## config.mk

```make
export PLATFORM = sky130hd
export DESIGN_NAME = code_ram_arbiter
export DESIGN_NICKNAME = d
export VERILOG_FILES = /design/src/rtl/code_ram_arbiter.sv
export SDC_FILE = /design/constraint.sdc
export NUM_CORES = 1
export LEC_CHECK = 0
export CAP_MARGIN = 20
export CORE_AREA = 2 2 101 103
export DETAILED_ROUTE_END_ITERATION = 7
export DIE_AREA = 0 0 103 105
export DONT_BUFFER_PORTS = 1
export PLACE_DENSITY = 0.43
export RECOVER_POWER = 100
export SYNTH_ARGS = -nofsm -noshare
export SYNTH_HDL_FRONTEND = slang
export SYNTH_SLANG_ARGS = --single-unit
```

## constraint.sdc

```tcl
create_clock -name clk -period 5.9 [get_ports clk]
set_input_delay 0.885 -clock clk [delete_from_list [all_inputs] [get_ports clk]]
set_output_delay 0.885 -clock clk [all_outputs]
set_load 0.005 [all_outputs]
```

## src/rtl/code_ram_arbiter.sv

```systemverilog
// code_ram_arbiter: shares one single-port code RAM between an instruction-fetch
// port (read-only) and a data port (read/write). Round-robin arbitration, one
// acceptance per cycle, fully pipelined one-cycle read responses routed by a
// registered tag. Out-of-range accesses never reach the RAM, and a read of one
// returns zero data.
module code_ram_arbiter #(
   parameter int ADDR_W = 16,
   parameter int DEPTH  = 40000
) (
   input  logic              clk,
   input  logic              reset_n,
   // instruction-fetch port
   input  logic              i_read,
   input  logic [ADDR_W-1:0] i_address,
   output logic              i_waitrequest,
   output logic [31:0]       i_readdata,
   output logic              i_readdatavalid,
   // data port
   input  logic              d_read,
   input  logic              d_write,
   input  logic [ADDR_W-1:0] d_address,
   input  logic [3:0]        d_byteenable,
   input  logic [31:0]       d_writedata,
   output logic              d_waitrequest,
   output logic [31:0]       d_readdata,
   output logic              d_readdatavalid,
   // RAM port
   output logic              ram_chipselect,
   output logic              ram_write,
   output logic [ADDR_W-1:0] ram_address,
   output logic [3:0]        ram_byteenable,
   output logic [31:0]       ram_writedata,
   input  logic [31:0]       ram_readdata,
   // status
   output logic              err_oor,
   output logic [15:0]       grant_cnt_i,
   output logic [15:0]       grant_cnt_d
);

   typedef enum logic {
      GRANT_FETCH = 1'b0,
      GRANT_DATA  = 1'b1
   } grant_e;

   localparam logic [31:0] DEPTH_U = 32'(DEPTH);

   // flops
   grant_e      last_grant_q, last_grant_d;
   logic        rsp_valid_q,  rsp_valid_d;
   logic        rsp_port_q,   rsp_port_d;   // 1'b1 = data port
   logic        rsp_oor_q,    rsp_oor_d;
   logic        err_oor_q,    err_oor_d;
   logic [15:0] cnt_i_q,      cnt_i_d;
   logic [15:0] cnt_d_q,      cnt_d_d;

   // combinational arbitration signals
   logic              i_req;
   logic              d_req;
   logic              grant_i;
   logic              grant_d;
   logic              accept;
   logic              is_read;
   logic              oor;
   logic [ADDR_W-1:0] sel_addr;

   // Round-robin grant: on contention the port not granted last wins; nothing is granted in reset.
   always_comb begin
      i_req   = i_read;
      d_req   = d_read | d_write;
      grant_i = 1'b0;
      grant_d = 1'b0;
      if (!reset_n) begin
         grant_i = 1'b0;
         grant_d = 1'b0;
      end else if (i_req && d_req) begin
         if (last_grant_q == GRANT_DATA) begin
            grant_i = 1'b1;
         end else begin
            grant_d = 1'b1;
         end
      end else if (i_req) begin
         grant_i = 1'b1;
      end else if (d_req) begin
         grant_d = 1'b1;
      end else begin
         grant_i = 1'b0;
         grant_d = 1'b0;
      end
      accept  = grant_i | grant_d;
      // a simultaneous read+write on the data port is a write
      is_read = grant_i | (grant_d & ~d_write);
      if (grant_d) begin
         sel_addr = d_address;
      end else if (grant_i) begin
         sel_addr = i_address;
      end else begin
         sel_addr = '0;
      end
      oor = accept && (32'(sel_addr) >= DEPTH_U);
   end

   // Drive the RAM in the acceptance cycle; out-of-range accesses leave it idle.
   always_comb begin
      ram_chipselect = accept & ~oor;
      ram_write      = grant_d & d_write & ~oor;
      ram_address    = ram_chipselect ? sel_addr : '0;
      if (!ram_chipselect) begin
         ram_byteenable = 4'h0;
      end else if (grant_d) begin
         ram_byteenable = d_byteenable;
      end else begin
         ram_byteenable = 4'hF;
      end
      ram_writedata  = ram_write ? d_writedata : 32'h0000_0000;
   end

   // Waitrequest: high in reset, high for a requesting loser, low otherwise.
   always_comb begin
      i_waitrequest = ~reset_n | (i_req & ~grant_i);
      d_waitrequest = ~reset_n | (d_req & ~grant_d);
   end

   // Next-state: response tag, error pulse, counters and round-robin pointer.
   always_comb begin
      rsp_valid_d  = accept & is_read;
      rsp_port_d   = grant_d;
      rsp_oor_d    = oor;
      err_oor_d    = oor;
      cnt_i_d      = cnt_i_q + {15'd0, grant_i};
      cnt_d_d      = cnt_d_q + {15'd0, grant_d};
      if (grant_d) begin
         last_grant_d = GRANT_DATA;
      end else if (grant_i) begin
         last_grant_d = GRANT_FETCH;
      end else begin
         last_grant_d = last_grant_q;
      end
   end

   // State registers; reset discards any in-flight response and lets fetch win first.
   always_ff @(posedge clk or negedge reset_n) begin
      if (!reset_n) begin
         last_grant_q <= GRANT_DATA;
         rsp_valid_q  <= 1'b0;
         rsp_port_q   <= 1'b0;
         rsp_oor_q    <= 1'b0;
         err_oor_q    <= 1'b0;
         cnt_i_q      <= 16'h0000;
         cnt_d_q      <= 16'h0000;
      end else begin
         last_grant_q <= last_grant_d;
         rsp_valid_q  <= rsp_valid_d;
         rsp_port_q   <= rsp_port_d;
         rsp_oor_q    <= rsp_oor_d;
         err_oor_q    <= err_oor_d;
         cnt_i_q      <= cnt_i_d;
         cnt_d_q      <= cnt_d_d;
      end
   end

   // Route the RAM word to the originating port; zero when invalid or out-of-range.
   always_comb begin
      i_readdatavalid = rsp_valid_q & ~rsp_port_q;
      d_readdatavalid = rsp_valid_q &  rsp_port_q;
      i_readdata      = (i_readdatavalid && !rsp_oor_q) ? ram_readdata : 32'h0000_0000;
      d_readdata      = (d_readdatavalid && !rsp_oor_q) ? ram_readdata : 32'h0000_0000;
      err_oor         = err_oor_q;
      grant_cnt_i     = cnt_i_q;
      grant_cnt_d     = cnt_d_q;
   end

endmodule
```

==> results.cfg <==
[route]
wl_met1_um = 3050
via_per_inst = 5.17
vias = 2243
drc = 0
wire_per_inst_um = 19.4
initialDrtViolationCount = 150
ant_nets = 0
wl_met3_um = 818
dr_wl_met2_um = 4500
drt-total-wl_um = 8430
drt_pass1_iterations = 5
highest_layer = met5

[cells_and_area]
nFillCells = 1050
multi_input_area_sq_mm = 0.00160
stdcell_area_sq_mm = 0.00279
syn_to_final_growth_pct = 5.54
final_nets = 409
diodes = 0
drive_gt1_frac = 0.0332
regArea_sq_um = 902
finalNonFillerCells = 434

[synthesis]
ys_top_cells_by_area = dfrtp_1 33%, and2_1 16%, and3_1 10%, xnor2_1 6.6%, a22oi_1 4.8%
synth.distinct_cells = 34
synthFlopType = dfrtp_1
synth_seq_cells = 36
synthArstFlopShare = 1.00
netlist_area_sq_mm = 0.00264
synth.avg_cell_area_sq_um = 8.45
synth-edff-count = 0
ys.warnings.count = 0
synth_seq_area_share = 0.341
synth.top_cell.area_share = 0.331
syn_nets = 422
synth_top_area_cell = dfrtp_1
netlist_instances = 313

[clock_network]
postCtsSetupBuffers = 0
clkSlewWorstSetupHoldPaths_ns = 0.08
clk_path_buf_depth = 2
clkSinkCount = 36
cts_buffers = 5
ctsResizeCount = 0
h-tree-depth = 2
cts_tree = built
cts_hold_buf = 0
worstSkewPairLatency_ns = 0.28
ctsRootBufferMaster = clkbuf_8

[floorplanning]
rows = 36
die_w_um = 103
die_h_um = 105
die_area_sq_mm = 0.0108
core-area_sq_mm = 0.00964
start_util = 0.274
io_pins = 260

[power_and_ir_drop]
ir_drop_mv = 0.118
intPower_mw = 0.465
share_seq_of_total_power = 0.506
clkPwrFrac = 0.317
p_leak_nw = 1.27
power.total_mw = 0.695
p_sw_frac = 0.331
p_per_area_mw_per_mm2 = 249
power.switching_mw = 0.230
comb_power_share = 0.177

[outcome]
status = complete, but fails checks
failed_checks = capacitance limit, slew limit

[timing]
period_share = 0.724
setup_viol = 0
finalSetupTns_ns = 0
fmax_mhz = 234
slew_headroom = -0.590
tightest_slew_ns = 2.38
min_period_ns = 4.27
drv_slew = 33
rsz0062_at_grt = false
worst_slack_ns = 1.63
finClkSkew_ns = 0.00740
hold_viol_final = 0

[worst_setup_path]
timing.rr.start = last_grant_q
critPathMaxFanout = 48
ff2ff_path_depth = 8
endpoint = ram_address[14]
required_ns = 5.02
critPathKind = input pin to output pin
worstSetupStartpointType = input pin
rr_endpoint = grant_cnt_i[15]
startpoint = reset_n
r2r_slack_ns = 2.78
endpoint_kind = output pin
critPathArrivalTime_ns = 3.39

[grt]
gr-usage-all-layers = 0.142
grt_max_degree = 49
grt_pass1_vias = 2035
grt_pass1_wl_um = 11900
grt.overflow.total = 0
antenna_found_initial = 1

[place]
port_buffers = 0
hpwl_um = 6880
gp_congestion = 0.734
postPlaceCellArea_sq_mm = 0.00270
place_inst = 426
pre_cts_ws_ns = 2.29

[job]
max_cap_viol_count = 1

[hold_path]
hp-class = input pin to asynchronous set/reset pin
[kinds of logic (layout without fill, tap and decap cells)]
group / Yosys count / after routing / synth area share
AOI/OAI and AO/OA: 34 / 34 / 0.0932
buffers and inverters: 22 / 10 / 0.0469
adders and majority gates: 4 / 4 / 0.0189
DFF: 36 / 36 / 0.341
xor gates and xnor gates: 28 / 28 / 0.0928
and+or+nand+nor: 189 / 189 / 0.407
[layout by cell type (no fill, tap or decap), drive strengths merged, types with 2 or more instances in the layout]
master | Yosys | final
and2 | 69 | 69
and3 | 44 | 44
dfrtp | 35 | 35
nor2 | 26 | 26
nand2 | 20 | 20
xnor2 | 20 | 20
a22oi | 17 | 17
nand3 | 11 | 11
o21ai | 8 | 8
xor2 | 8 | 8
nand4 | 5 | 5
nor3 | 5 | 5
clkbuf | 14 | 5
ha | 4 | 4
and4 | 2 | 2
nor2b | 2 | 2
a211oi | 2 | 2
nor4 | 2 | 2
inv | 2 | 2
[power by group through the flow]
stage / clock (mW) / sequential (mW) / combinational (mW)
6_report: 0.220 / 0.352 / 0.123
5_1_grt: 0.240 / 0.364 / 0.143
4_1_cts: 0.229 / 0.354 / 0.129
3_5_place_dp: 0 / 0.359 / 0.128
3_3_place_gp: 0 / 0.359 / 0.128
2_1_floorplan: 0 / 0.334 / 0.115
[layout make-up]
class,count,area share
multi-input cells,255,0.574
flip-flops and latches,36,0.323
well taps,133,0.0596
clock buffers,5,0.0247
clock inverters,3,0.0152
inverters,2,0.00269
[worst min-delay path by stage]
| stage | to | cells past startpoint |
|---|---|---|
| 2_1_floorplan | last_grant_q | 2 |
| 3_3_place_gp | grant_cnt_i[15] | 1 |
| 3_5_place_dp | last_grant_q | 2 |
| 4_1_cts | grant_cnt_i[13] | 0 |
| 5_1_grt | grant_cnt_i[12] | 0 |
| 6_report | grant_cnt_i[12] | 0 |
[critical path, cell delays in order]
cell,delay [ns]
o21ai_0,0.19
nor2_1,0.97
a22oi_1,0.26
or3_4,0.57
inv_1,0.36
nor2_1,0.13
[state kept, by name (all words and copies together), names as in the netlist]
register and count:
err_oor 1, grant_cnt_d 16, grant_cnt_i 16, last_grant_q 1, rsp_port_q 1, rsp_valid_q 1
[per-stage QoR]
stage	utilization	hold WS, ns
final	0.289	0.283
after global routing	0.289	0.262
after CTS	0.292	0.274
after detailed placement	0.280	0.490
after global placement	0.280	0.490
after floorplan	-	0.465
[cells in the mapped netlist, types with 5 or more instances]
cell       n
and3_1    44
nor3_1     5
clkbuf_1  14
nand2_1   20
nand3_1   11
xnor2_1   20
and2_1    69
buf_6      5
o21ai_0    7
a22oi_1   17
nor2_1    24
xor2_1     8
dfrtp_1   35
nand4_1    5
[per-layer routing]
| metal | vias to the layer above | track usage |
|---|---|---|
| met5 | - | 0 |
| met4 | 2 | 0.0254 |
| met3 | 4 | 0.0448 |
| met2 | 143 | 0.262 |
| met1 | 1050 | 0.156 |
| li1 | 1044 | - |
Note: power is estimated with default switching activity, not from simulation.
